$ cat src/rtl/conv_ctrl_pkg.sv
// conv_ctrl_pkg: shared encodings for the CONV fetch arbiter.
// Holds the pass FSM state codes, source IDs used to index request/grant
// vectors, and the saturating pending-request bookkeeping helper.
package conv_ctrl_pkg;

    // Pass lifecycle states (kept as plain constants for legacy tools).
    localparam logic [1:0] ST_IDLE  = 2'd0;
    localparam logic [1:0] ST_RUN   = 2'd1;
    localparam logic [1:0] ST_DRAIN = 2'd2;

    // Source IDs; also the bit position of each source in req/gnt vectors.
    localparam logic SRC_IFM = 1'b0;
    localparam logic SRC_WGT = 1'b1;

    // Outstanding-request counter per source.
    localparam int PEND_W = 2;
    typedef logic [PEND_W-1:0] pend_t;
    localparam pend_t PEND_MAX = '1;

    typedef struct packed {
        pend_t cnt;
        logic  drop;
    } pend_upd_t;

    // Next pending count for one source. A new read that arrives while the
    // counter is full and the source is not being served cannot be held,
    // so it is dropped and reported.
    function automatic pend_upd_t pend_update(input pend_t p, input logic rd, input logic gnt);
        pend_upd_t u;
        u.drop = rd && !gnt && (p == PEND_MAX);
        u.cnt  = p;
        if (rd && !gnt && !u.drop) begin
            u.cnt = p + pend_t'(1);
        end else if (!rd && gnt) begin
            u.cnt = p - pend_t'(1);
        end
        return u;
    endfunction

endpackage

$ cat src/rtl/rr_arb2.sv
// rr_arb2: two-input round-robin arbiter.
// A lone requester is always granted. When both request, the source named
// by the priority register wins and priority passes to the other source.
// Priority starts at the weight source after reset.
module rr_arb2
    import conv_ctrl_pkg::*;
(
    input  logic       clk2,
    input  logic       rst_n,
    input  logic [1:0] i_req,
    input  logic       i_advance,
    output logic [1:0] o_gnt
);

    logic r_prio;
    logic w_both;

    assign w_both = i_req[0] & i_req[1];

    // Grant select: priority holder on contention, otherwise the requester.
    always_comb begin
        o_gnt = i_req;
        if (w_both) begin
            o_gnt         = 2'b00;
            o_gnt[r_prio] = 1'b1;
        end
    end

    // Priority flips only when a contended grant is actually issued.
    always_ff @(posedge clk2 or negedge rst_n) begin
        if (!rst_n) begin
            r_prio <= SRC_WGT;
        end else if (i_advance && w_both) begin
            r_prio <= ~r_prio;
        end
    end

endmodule

$ cat src/rtl/conv_fetch_arbiter.sv
// conv_fetch_arbiter: operand fetch sequencer for one CONV pass.
// Merges ifm_read / wgt_read onto a single synchronous SRAM read port,
// walks each source's region with a wrapping pointer, and returns data
// with per-source strobes two cycles after an uncontended read.
// Optional stall counter built when CONV_ARB_PERF_CNT_EN is defined;
// otherwise stall_cycles is tied to zero.
module conv_fetch_arbiter
    import conv_ctrl_pkg::*;
#(
    parameter int unsigned IFM_WIDTH    = 8,
    parameter int unsigned WEIGHT_WIDTH = 8,
    parameter int unsigned ADDR_WIDTH   = 16,
    parameter int unsigned IFM_BASE     = 0,
    parameter int unsigned IFM_LEN      = 12288,
    parameter int unsigned WGT_BASE     = 12288,
    parameter int unsigned WGT_LEN      = 216
) (
    input  logic                    clk2,
    input  logic                    rst_n,
    input  logic                    start_conv,
    input  logic                    end_conv,
    input  logic                    ifm_read,
    input  logic                    wgt_read,
    output logic                    mem_req,
    output logic [ADDR_WIDTH-1:0]   mem_addr,
    input  logic [IFM_WIDTH-1:0]    mem_rdata,
    output logic [IFM_WIDTH-1:0]    ifm,
    output logic                    ifm_valid,
    output logic [WEIGHT_WIDTH-1:0] wgt,
    output logic                    wgt_valid,
    output logic                    busy,
    output logic                    err_ovf,
    output logic [31:0]             stall_cycles
);

    localparam logic [ADDR_WIDTH-1:0] L_IFM_BASE = ADDR_WIDTH'(IFM_BASE);
    localparam logic [ADDR_WIDTH-1:0] L_WGT_BASE = ADDR_WIDTH'(WGT_BASE);
    localparam logic [ADDR_WIDTH-1:0] L_IFM_LAST = ADDR_WIDTH'(IFM_LEN - 1);
    localparam logic [ADDR_WIDTH-1:0] L_WGT_LAST = ADDR_WIDTH'(WGT_LEN - 1);

    logic [1:0]            r_state;
    logic [ADDR_WIDTH-1:0] r_ifm_ptr;
    logic [ADDR_WIDTH-1:0] r_wgt_ptr;
    pend_t                 r_pend_ifm;
    pend_t                 r_pend_wgt;
    logic                  r_err_ovf;
    logic                  r_ret_vld;
    logic                  r_ret_src;
    logic [IFM_WIDTH-1:0]  r_ifm;
    logic [WEIGHT_WIDTH-1:0] r_wgt;
    logic                  r_ifm_vld;
    logic                  r_wgt_vld;

    logic                  w_run;
    logic                  w_active;
    logic                  w_start;
    logic                  w_ifm_rd;
    logic                  w_wgt_rd;
    logic [1:0]            w_req;
    logic [1:0]            w_gnt;
    pend_upd_t             w_upd_ifm;
    pend_upd_t             w_upd_wgt;
    logic                  w_drain_done;

    assign w_run    = (r_state == ST_RUN);
    assign w_active = (r_state == ST_RUN) || (r_state == ST_DRAIN);
    assign w_start  = (r_state == ST_IDLE) && start_conv;

    // New reads are only accepted while running; DRAIN serves backlog only.
    assign w_ifm_rd = w_run & ifm_read;
    assign w_wgt_rd = w_run & wgt_read;

    assign w_req[SRC_IFM] = w_active & ((r_pend_ifm != '0) | w_ifm_rd);
    assign w_req[SRC_WGT] = w_active & ((r_pend_wgt != '0) | w_wgt_rd);

    rr_arb2 u_arb (
        .clk2      (clk2),
        .rst_n     (rst_n),
        .i_req     (w_req),
        .i_advance (w_active),
        .o_gnt     (w_gnt)
    );

    assign w_upd_ifm = pend_update(r_pend_ifm, w_ifm_rd, w_gnt[SRC_IFM]);
    assign w_upd_wgt = pend_update(r_pend_wgt, w_wgt_rd, w_gnt[SRC_WGT]);

    // With both backlogs empty nothing can be granted this cycle, and any
    // grant from the previous cycle is captured on this same edge, so the
    // pass can close without waiting for the strobe itself.
    assign w_drain_done = (r_pend_ifm == '0) && (r_pend_wgt == '0);

    // SRAM port: driven straight from the grant so a read costs no extra cycle.
    assign mem_req = |w_gnt;

    // Address of the granted source; zero when the port is idle.
    always_comb begin
        mem_addr = '0;
        if (w_gnt[SRC_IFM]) begin
            mem_addr = L_IFM_BASE + r_ifm_ptr;
        end else if (w_gnt[SRC_WGT]) begin
            mem_addr = L_WGT_BASE + r_wgt_ptr;
        end
    end

    // Pass lifecycle: IDLE -> RUN on start, RUN -> DRAIN on end, back to IDLE once empty.
    always_ff @(posedge clk2 or negedge rst_n) begin
        if (!rst_n) begin
            r_state <= ST_IDLE;
        end else begin
            case (r_state)
                ST_IDLE:  if (start_conv)   r_state <= ST_RUN;
                ST_RUN:   if (end_conv)     r_state <= ST_DRAIN;
                ST_DRAIN: if (w_drain_done) r_state <= ST_IDLE;
                default:                    r_state <= ST_IDLE;
            endcase
        end
    end

    // Pointers, backlog counters and the sticky overflow flag; all restart on a new pass.
    always_ff @(posedge clk2 or negedge rst_n) begin
        if (!rst_n) begin
            r_ifm_ptr  <= '0;
            r_wgt_ptr  <= '0;
            r_pend_ifm <= '0;
            r_pend_wgt <= '0;
            r_err_ovf  <= 1'b0;
        end else if (w_start) begin
            r_ifm_ptr  <= '0;
            r_wgt_ptr  <= '0;
            r_pend_ifm <= '0;
            r_pend_wgt <= '0;
            r_err_ovf  <= 1'b0;
        end else if (w_active) begin
            r_pend_ifm <= w_upd_ifm.cnt;
            r_pend_wgt <= w_upd_wgt.cnt;
            if (w_gnt[SRC_IFM]) begin
                r_ifm_ptr <= (r_ifm_ptr == L_IFM_LAST) ? '0 : r_ifm_ptr + ADDR_WIDTH'(1);
            end
            if (w_gnt[SRC_WGT]) begin
                r_wgt_ptr <= (r_wgt_ptr == L_WGT_LAST) ? '0 : r_wgt_ptr + ADDR_WIDTH'(1);
            end
            if (w_upd_ifm.drop || w_upd_wgt.drop) begin
                r_err_ovf <= 1'b1;
            end
        end
    end

    // Remember who owns the word the SRAM returns next cycle.
    always_ff @(posedge clk2 or negedge rst_n) begin
        if (!rst_n) begin
            r_ret_vld <= 1'b0;
            r_ret_src <= SRC_IFM;
        end else begin
            r_ret_vld <= mem_req;
            r_ret_src <= w_gnt[SRC_WGT];
        end
    end

    // Capture returned data into the owning source's register and strobe it.
    always_ff @(posedge clk2 or negedge rst_n) begin
        if (!rst_n) begin
            r_ifm     <= '0;
            r_wgt     <= '0;
            r_ifm_vld <= 1'b0;
            r_wgt_vld <= 1'b0;
        end else begin
            r_ifm_vld <= r_ret_vld && (r_ret_src == SRC_IFM);
            r_wgt_vld <= r_ret_vld && (r_ret_src == SRC_WGT);
            if (r_ret_vld && (r_ret_src == SRC_IFM)) begin
                r_ifm <= mem_rdata;
            end
            if (r_ret_vld && (r_ret_src == SRC_WGT)) begin
                r_wgt <= mem_rdata;
            end
        end
    end

    assign ifm       = r_ifm;
    assign wgt       = r_wgt;
    assign ifm_valid = r_ifm_vld;
    assign wgt_valid = r_wgt_vld;
    assign busy      = w_active;
    assign err_ovf   = r_err_ovf;

`ifdef CONV_ARB_PERF_CNT_EN
    logic [31:0] r_stall;
    logic        w_stall;

    // A requester left unserved means the port was oversubscribed this cycle.
    assign w_stall = w_active && ((w_req & ~w_gnt) != 2'b00);

    // Saturating stall counter, restarted with each pass.
    always_ff @(posedge clk2 or negedge rst_n) begin
        if (!rst_n) begin
            r_stall <= '0;
        end else if (w_start) begin
            r_stall <= '0;
        end else if (w_stall && (r_stall != '1)) begin
            r_stall <= r_stall + 32'd1;
        end
    end

    assign stall_cycles = r_stall;
`else
    assign stall_cycles = '0;
`endif

endmodule

$ cat config.mk
export PLATFORM = sky130hd
export DESIGN_NAME = conv_fetch_arbiter
export DESIGN_NICKNAME = d
export VERILOG_FILES = /design/src/rtl/conv_ctrl_pkg.sv /design/src/rtl/rr_arb2.sv /design/src/rtl/conv_fetch_arbiter.sv
export SDC_FILE = /design/constraint.sdc
export NUM_CORES = 1
export LEC_CHECK = 0
export CORE_MARGIN = 10
export CORE_UTILIZATION = 25
export DETAILED_ROUTE_END_ITERATION = 10
export PLACE_DENSITY = 0.53
export SYNTH_ARGS = -nofsm -noshare
export SYNTH_HDL_FRONTEND = slang
export SYNTH_SLANG_ARGS = --single-unit
$ cat constraint.sdc
create_clock -name clk2 -period 3 [get_ports clk2]
set_input_delay 0.3 -clock clk2 [delete_from_list [all_inputs] [get_ports clk2]]
set_output_delay 0.3 -clock clk2 [all_outputs]
set_load 0.05 [all_outputs]
==> metrics.cfg, run 1 <==
[status]
status=finished clean

[clocking]
cts_tree=done
numCtsBuffers=9
cts.sink_count=60
cts_setup_buffers=0
clockBufferDepth=2
clkTransAtPathRegs_ps=50
cts_max_level=3
post_cts_resize_count=0
clkLatencyLatePin_ps=330
postCtsHoldBufs=0
cts-root-buf=clkbuf_16

[sta]
finalCriticalPeriod_ps=2800
hold_violations=0
setup_viol=0
rsz0062_at_grt=false
slew_violations=0
clock_skew_ps=6.41
tns_ps=0
relSlewSlack_pct=44.6
fin_crit_sh_pct=93.5
worst_pin_slew_ps=829
clock.fmax_mhz=357

[worst_setup_path]
worst_setup_path_start_kind=flop
max_stage_delay_ps=570
path_cells=inv_1, ha_1, inv_1, a211oi_4, buf_4, nand2_1, o21ai_0, buf_12
crit_fanout=23
cp_top_family=buffers and inverters
critPathRequiredTime_ps=2700
cp_num_buf_inv=4
cp.arrival_ps=2500
crit_top_cell=inv_1
endpoint_kind=output port
critPathLaunch=r_state[0]
cp_slowest_cell=ha_1
regToRegStartpoint=r_state[0]
critical_path_class=flop to output port

[floorplan]
die_area_um2=19600
io_pins=83
die-width_um=140
die_h_um=140
rows=43
initial_core_util_pct=25.7
coreArea_um2=14000

[global_routing]
grtUsageTotal_pct=9.14
grt_pass1_wl_um=15000
grt_max_degree=29
grt_pass1_vias=2811
antenna_found_initial=0
overflow=0

[route]
drt_iter0_markers=223
firstDrtPassIters=4
viasPerCell=4.63
drc=0
vias=2807
antenna_left=0
totalWireLength_um=9100
post_drt_wl_per_cell_um=15.0

[place]
gp_congestion=0.832
dp_hpwl_um=6790
portBuffers=50
dp_cells=588

[synthesis]
synth_cell_types=60
synth_compound_area_share_pct=17.0
yosys_warnings=0
synth_edf_count=0
synth_xor_area_share_pct=3.65
synth_adder_area_share_pct=3.48
netlist.area_leader.share_pct=41.0
yosysTopAreaCell=dfrtp_1
syn_inst=370
ys_ff_latch=60
yosysSeqAreaShare_pct=41.7
async_flop_share_pct=100
synth_top_family_by_area=simple AND/OR/NAND/NOR gates
syn-cell-area_um2=3600
syn_area_per_cell_um2=9.73
synth_mux_area_share_pct=5.91
synth-simple-area-share_pct=17.9
synth-main-ff-cell=dfrtp_1
netlist_top_cells_area=dfrtp_1 41%, buf_4 6.9%, mux2_2 5.6%, a21oi_1 3.9%, ha_1 3.5%

[power]
irDropWorstVdd_uv=252
p_per_area_nw_per_um2=858
power.leakage_nw=1.98

[finish]
layout.cells.most_common=dfrtp_1
final_nets=445
syn2layout_area_growth_pct=28.7
final_cell_mix=59 x dfrtp_1, 32 x conb_1, 32 x clkdlybuf4s50_1
num_antenna_cells=0
final_cells=606
drive_above_1_share_pct=17.4

[hold_path]
hp-class=primary input to async pin

[run]
drv_cap=0

==> per-stage QoR <==
step	cell area, um2	utilization, %	setup slack [ps]	total power [mW]	hold slack [ps]
after floorplan	3720	-	-149	2.43	4.41
after global placement	4320	30.9	495	2.95	373
after detailed placement	4320	30.9	461	2.97	385
after CTS	4620	33.0	157	4.01	32.1
after global routing	4630	33.1	24.7	4.19	58.0
final	4630	33.1	196	3.97	13.4
==> per-layer routing <==
| metal | wire [um] | part of all wire (%) | track usage (%) |
|---|---|---|---|
| met4 | 170 | 1.9 | 2.99 |
| met5 | 0 | 0 | 0 |
| met3 | 636 | 7.0 | 3.41 |
| met2 | 4260 | 47 | 14.2 |
| met1 | 4040 | 44 | 11.4 |
==> logic make-up after synthesis <==
logic type | after synthesis
AO/OA/AOI/OAI | 88
flip-flops | 60
XOR/XNOR | 15
other | 1
AND/OR/NAND/NOR | 116
adder cells (fa/ha/maj) | 10
multiplexers | 19
buffers and inverters | 61
==> layout make-up <==
| cell class | count | area (um2) |
|---|---|---|
| Clock buffer | 9 | 225 |
| Clock inverter | 7 | 75.1 |
| Fill cell | 1419 | 9360 |
| Inverter | 12 | 45.0 |
| Multi-Input combinational cell | 280 | 1850 |
| Sequential cell | 60 | 1500 |
| Tap cell | 180 | 225 |
| Timing Repair Buffer | 58 | 713 |
==> where the power goes <==
part / switching, mW / leakage [nW] / internal, mW
Combinational: 1.20 / 1.04 / 0.604
Sequential: 0.156 / 0.789 / 0.992
Clock: 0.374 / 0.150 / 0.646
Total: 1.73 / 1.98 / 2.24
==> worst reg2reg max path, cell delays in order, from the launching register on <==
cell      delay, ps
dfrtp_1         390
inv_1            90
ha_1            570
inv_1           190
a211oi_4        180
buf_4           300
nand2b_1        180
or3_1           370
a21oi_1         140
==> path summary, 6_finish.rpt <==
check | end | slack, ps | cells past startpoint
min in group clk2 | wgt[7] | 500 | 1
max in group asynchronous | u_arb.r_prio | 2240 | 2
worst min-delay path | r_ret_src | 10 | 1
worst max-delay path | mem_addr[13] | 200 | 8
worst max register to register | r_ifm_ptr[7] | 510 | 8
worst min register to register | wgt[7] | 500 | 1
==> Yosys cell counts, types with 5 or more instances <==
| cell | count |
|---|---|
| buf_2 | 5 |
| or3_1 | 5 |
| buf_4 | 33 |
| nand4_1 | 6 |
| inv_1 | 11 |
| a21oi_1 | 28 |
| dfrtp_1 | 59 |
| ha_1 | 10 |
| a31oi_1 | 6 |
| nor3_1 | 12 |
| a22o_1 | 11 |
| mux2_2 | 18 |
| nand3_1 | 12 |
| nand2_1 | 21 |
| clkbuf_1 | 9 |
| o21ai_0 | 19 |
| nor2_1 | 28 |
| xor2_1 | 11 |
==> sequential cells by signal, indices dropped and copies added (netlist names) <==
name,count
err_ovf,1
ifm,8
ifm_valid,1
r_ifm_ptr,16
r_pend_ifm,2
r_pend_wgt,2
r_ret_src,1
r_ret_vld,1
r_state,2
r_wgt_ptr,16
u_arb.r_prio,1
wgt,8
wgt_valid,1
No activity file was read; power rests on OpenSTA's default activity.
==> run 2, diff against run 1 <==
--- a/config.mk
+++ b/config.mk
@@ -7,6 +7,7 @@
 export LEC_CHECK = 0
 export CORE_MARGIN = 10
 export CORE_UTILIZATION = 25
+export CTS_BUF_LIST = sky130_fd_sc_hd__clkbuf_8
 export DETAILED_ROUTE_END_ITERATION = 10
 export PLACE_DENSITY = 0.53
 export SYNTH_ARGS = -nofsm -noshare
==> run 2 against run 1 <==
The flow now finishes with violations (negative hold slack). Fmax grew 1.2%. Utilization shrank 0.65 points. Sequential power is essentially flat. Total power shrank 7.1%. Non-clock buffer count grew 1. First-iteration DRC count shrank 31%. Wire length shrank 0.37%. Clock power shrank 29%. Sequential cell count is the same. Worst setup slack gained 33 ps. Critical path depth is the same. Critical path type unchanged. Largest cell class unchanged. Largest power group unchanged. Highest routed layer unchanged.
==> metrics.cfg, run 2 (synthesis gave the netlist of run 1 again) <==
[status]
status=complete, but fails checks
violations=negative hold slack

[sta]
slew_violations=0  ; unchanged
relSlewSlack_pct=43.5  ; -1.1 points
holdWs_ps=-1.95  ; -15.4 ps
hold_violations=12  ; +12
worst_pin_slew_ps=845  ; +16.6 ps
clock_skew_ps=12.4  ; +6.01 ps
fin_ws_ps=229  ; +33.0 ps
fin_crit_sh_pct=92.4  ; -1.1 points
setup_viol=0  ; unchanged
rsz0062_at_grt=false
clock.fmax_mhz=361  ; +1.2%
finalCriticalPeriod_ps=2770  ; -33.0 ps

[floorplan]
initial_core_util_pct=25.7  ; unchanged
die_h_um=140  ; unchanged
coreArea_um2=14000  ; unchanged
rows=43  ; unchanged
die_area_um2=19600  ; unchanged
die-width_um=140  ; unchanged
io_pins=83  ; unchanged

[place]
dp_worst_setup_slack_ps=461  ; unchanged
portBuffers=50  ; unchanged
dp_hpwl_um=6790  ; unchanged
gp_congestion=0.832  ; unchanged

[global_routing]
overflow=0  ; unchanged
antenna_found_initial=0  ; unchanged
grt_pass1_vias=2821  ; +0.36%
grt_pass1_wl_um=14900  ; -0.23%
grtUsageTotal_pct=9.09  ; -0.049 points
grt_max_degree=29  ; unchanged

[route]
totalWireLength_um=9070  ; -0.37%
drc=0  ; unchanged
firstDrtPassIters=4  ; unchanged
post_drt_wl_per_cell_um=14.9  ; -0.54%
viasPerCell=4.62  ; -0.34%
vias=2802  ; -0.18%
drt_iter0_markers=154  ; -31%
antenna_left=0  ; unchanged

[worst_setup_path]
cp.arrival_ps=2470  ; -30 ps
rrSetupSlack_ps=540  ; +30 ps
regToRegStartpoint=r_state[1]
worst_setup_path_start_kind=flop
r2r-end=r_ifm_ptr[7]
crit_fanout=23  ; unchanged
endpoint_kind=output port
rr_worst_depth=8  ; unchanged
critPathRequiredTime_ps=2700  ; about the same
critical_path_class=flop to output port

[clocking]
clockBufferDepth=2  ; unchanged
clkLatencyLatePin_ps=340  ; about the same
postCtsHoldBufs=0  ; unchanged
clkTransAtPathRegs_ps=70  ; +20 ps
cts-root-buf=clkbuf_8
numCtsBuffers=9  ; unchanged
cts.sink_count=60  ; unchanged
cts_tree=done
cts_max_level=3  ; unchanged

[finish]
largest_registers=r_ifm_ptr: 16 flops, r_wgt_ptr: 16 flops
final_nets=446  ; +0.22%
num_antenna_cells=0  ; unchanged
final_cell_mix=59 x dfrtp_1, 32 x conb_1, 32 x clkdlybuf4s50_1
syn2layout_area_growth_pct=26.2
drive_above_1_share_pct=17.8  ; +0.43 points
layout.cells.most_common=dfrtp_1
fillCellCount=1437  ; +1.3%

[power]
power.leakage_nw=1.94  ; -2.2%
irDropWorstVdd_uv=240  ; -4.4%
p_per_area_nw_per_um2=813  ; -5.3%

[hold_path]
hp-class=primary input to async pin

[run]
drv_cap=0  ; unchanged

==> run 2: changes by cell type in the layout (fill, tap and decap cells not counted), sizes merged <==
cell	before	now
buf	26	27
==> run 2: worst max-delay path by stage <==
stage                               to        from
after global routing       mem_addr[9]  r_state[1]
after global placement     mem_addr[9]    ifm_read
after floorplan           mem_addr[14]  r_state[0]
after detailed placement   mem_addr[9]    ifm_read
final                     mem_addr[13]  r_state[1]
after CTS                  mem_addr[9]  r_state[1]
==> run 2: power breakdown <==
part           switching (mW)  internal [mW]
Sequential              0.155          0.990
Clock                   0.339          0.387
Combinational            1.20          0.615
Total                    1.70           1.99
==> run 2: timing repair <==
item                       4_1_cts  5_1_grt
setup endpoints to repair        0        1
gates resized for setup          0        1
buffers inserted                 0        3
==> run 2: critical path: stages, from the launching register on <==
cell and delay [ps]:
dfrtp_1 370, inv_1 90, ha_1 280, a211o_4 410, a211oi_4 240, buf_4 300
nand2_1 100, o21ai_0 160, buf_12 190
==> run 2: per-layer routing <==
metal,global-route usage (%),part of all wire (%),wire length [um]
met4,2.83,1.6,148
met5,0,0,0
met2,14.2,47,4300
met3,3.52,7.1,647
met1,11.3,44,3970
==> run 2: area by class of cell <==
class | instances | area (um2) | area share, %
Inverter | 12 | 45.0 | 0.992
Multi-Input combinational cell | 280 | 1850 | 40.7
Clock buffer | 9 | 124 | 2.73
Clock inverter | 7 | 75.1 | 1.65
Tap cell | 180 | 225 | 4.96
Sequential cell | 60 | 1500 | 33.1
Timing Repair Buffer | 59 | 721 | 15.9
==> run 2: stage by stage <==
| step | area (um2) | util, % | std cells | setup TNS, ps | total power, mW |
|---|---|---|---|---|---|
| 2_1_floorplan | 3720 | - | 401 | -435 | 2.43 |
| 4_1_cts | 4520 | 32.3 | 604 | 0 | 3.72 |
| 3_5_place_dp | 4320 | 30.9 | 588 | 0 | 2.97 |
| 6_report | 4540 | 32.5 | 607 | 0 | 3.69 |
| 3_3_place_gp | 4320 | 30.9 | 588 | 0 | 2.95 |
| 5_1_grt | 4540 | 32.5 | 607 | 0 | 3.91 |
==> run 3, diff against run 2 <==
--- a/config.mk
+++ b/config.mk
@@ -9,7 +9,8 @@
 export CORE_UTILIZATION = 25
 export CTS_BUF_LIST = sky130_fd_sc_hd__clkbuf_8
 export DETAILED_ROUTE_END_ITERATION = 10
-export PLACE_DENSITY = 0.53
+export DONT_BUFFER_PORTS = 1
+export PLACE_DENSITY = 0.45
 export SYNTH_ARGS = -nofsm -noshare
 export SYNTH_HDL_FRONTEND = slang
 export SYNTH_SLANG_ARGS = --single-unit
==> run 3 against run 2 <==
The flow now finishes without violations. Largest cell class unchanged. Critical path depth unchanged. First-iteration DRC count grew 13%. Wire length increased by 1.2%. Clock power is 4.1% higher. Non-clock buffer count shrank 35. Worst hold slack improved by 76 ps. Sequential cell count did not move. Critical endpoint unchanged. Total power shrank 6.3%. Count of clock-buffer cells in the layout did not move. Die area is the same.
==> metrics.cfg, run 3 (synthesis gave the netlist of run 1 again) <==
[finish]
drive_above_1_share_pct=18.1  ; +0.31 points
final_cell_mix=59 x dfrtp_1, 32 x conb_1, 28 x a21oi_1, 28 x nor2_1, 21 x nand2_1
syn2layout_area_growth_pct=16.6
largest_registers=r_ifm_ptr: 16 flops, r_wgt_ptr: 16 flops
layout.cells.most_common=dfrtp_1
num_antenna_cells=0  ; unchanged
final_nets=411  ; -7.8%

[sta]
finalCriticalPeriod_ps=2830  ; +54.7 ps
holdWs_ps=73.8  ; +75.7 ps
hold_violations=0  ; -12
worst_pin_slew_ps=826  ; -19.6 ps
clock.fmax_mhz=354  ; -1.9%
slew_violations=0  ; unchanged
fin_crit_sh_pct=94.2  ; +1.8 points
clock_skew_ps=12.9  ; +0.503 ps
setup_viol=0  ; unchanged
rsz0062_at_grt=false
relSlewSlack_pct=44.8  ; +1.3 points

[power]
p_switching_mw=1.71  ; +0.98%
netSwitchingFraction_pct=49.6  ; +3.6 points
p_seq_share_pct=45.9  ; +15 points
p_per_area_nw_per_um2=823  ; +1.3%
irDropWorstVdd_uv=237  ; -1.3%
p_total_mw=3.46  ; -6.3%
p_int_mw=1.74  ; -13%
power.leakage_nw=1.79  ; -7.5%
power_frac_clock_pct=21.9  ; +2.2 points
comb_power_share_pct=32.3  ; -17 points

[route]
drt_iter0_markers=174  ; +13%
drc=0  ; unchanged
vias=2690  ; -4.0%
firstDrtPassIters=4  ; unchanged
post_drt_wl_per_cell_um=16.0  ; +7.4%
antenna_left=0  ; unchanged
viasPerCell=4.70  ; +1.9%
totalWireLength_um=9180  ; +1.2%

[clocking]
clkLatencyLatePin_ps=370  ; +30 ps
clockBufferDepth=2  ; unchanged
cts_max_level=3  ; unchanged
cts_tree=done
cts.sink_count=60  ; unchanged
clkTransAtPathRegs_ps=80  ; about the same
cts-root-buf=clkbuf_8
numCtsBuffers=9  ; unchanged

[hold_path]
hp-class=primary input to flop
whs_endpoint=wgt[6]
hold_depth=1
worstHoldStart=mem_rdata[6]

[floorplan]
io_pins=83  ; unchanged
die_h_um=140  ; unchanged
rows=43  ; unchanged
coreArea_um2=14000  ; unchanged
die_area_um2=19600  ; unchanged
die-width_um=140  ; unchanged
initial_core_util_pct=25.7  ; unchanged

[worst_setup_path]
cp.arrival_ps=2530  ; +60 ps
worst_setup_path_start_kind=flop
rrSetupSlack_ps=540  ; about the same
regToRegStartpoint=r_state[1]
critPathRequiredTime_ps=2700  ; about the same
crit_fanout=23  ; unchanged
rr_worst_depth=8  ; unchanged
r2r-end=r_ifm_ptr[11]
endpoint_kind=output port
critical_path_class=flop to output port

[global_routing]
antenna_found_initial=0  ; unchanged
grtUsageTotal_pct=9.32  ; +0.23 points
grt_pass1_wl_um=14600  ; -2.2%
overflow=0  ; unchanged
grt_pass1_vias=2682  ; -4.9%
grt_max_degree=61  ; +110%

[status]
status=finished clean

[place]
portBuffers=0  ; -100%
gp_congestion=0.827  ; -0.58%
dp_hpwl_um=6780  ; -0.28%

[run]
drv_cap=0  ; unchanged

[run 3: changes by cell type in the layout (fill, tap and decap cells not counted), sizes merged]
cell	before	now
buf	27	23
clkinvlp	0	3
clkinv	5	2
clkdlybuf4s50	32	0
dlygate4sd3	0	1
[run 3: critical path: stages, from the launching register on]
cell and delay (ps):
dfrtp_1 370, inv_1 100, ha_1 290, a211o_4 410, a211oi_4 230, buf_4 300, nand2_1 100, o21ai_1 180
buf_12 180
[run 3: area by class of cell]
cell class                 instances  area (um2)
clock inverter                     7        75.1
multi-input combinational        280        1850
sequential                        60        1500
timing repair buffer              24         378
fill                            1471        9790
clock buffer                       9         124
tap                              180         225
inverter                          12        47.5
[run 3: per-layer routing]
| layer | track usage [%] | up-vias | wire length (um) |
|---|---|---|---|
| li1 | - | 1294 | - |
| met1 | 10.7 | 1310 | 3950 |
| met2 | 15.0 | 72 | 4500 |
| met3 | 3.31 | 14 | 544 |
| met4 | 4.67 | 0 | 187 |
| met5 | 0 | - | 0 |
[run 3: worst max-delay path by stage]
stage,startpoint,end,slack (ps),depth (start not counted)
floorplan,r_state[0],mem_addr[14],-150,6
global placement,r_state[1],mem_addr[8],450,7
detailed placement,r_state[1],mem_addr[8],400,7
CTS,r_state[1],mem_addr[8],80,7
global route,r_state[1],mem_addr[13],40,8
finish,r_state[1],mem_addr[13],170,8
[run 3: through the flow]
| stage | std cells | setup TNS, ps | cell area (um2) | util, % | setup WS [ps] |
|---|---|---|---|---|---|
| after floorplan | 401 | -435 | 3720 | - | -149 |
| after global placement | 553 | 0 | 3950 | 28.3 | 447 |
| after detailed placement | 553 | 0 | 3950 | 28.3 | 395 |
| after CTS | 571 | 0 | 4190 | 30.0 | 83.5 |
| after global routing | 572 | 0 | 4200 | 30.0 | 35.2 |
| final | 572 | 0 | 4200 | 30.0 | 174 |
[run 3: power groups by stage]
stage	Combinational, mW	Clock [mW]	Sequential (mW)
detailed placement	1.09	0	1.61
floorplan	0.905	0	1.52
global route	1.22	0.816	1.61
CTS	1.12	0.783	1.59
finish	1.12	0.756	1.59
global placement	1.08	0	1.60
[run 3: what timing repair did]
action / CTS / global route
pin swaps: 0 / 1
endpoints found under the hold margin: 60 / 0
buffers inserted: 0 / 1
hold buffers: 2 / 0
resized for setup: 1 / 0
setup endpoints to repair: 7 / 12
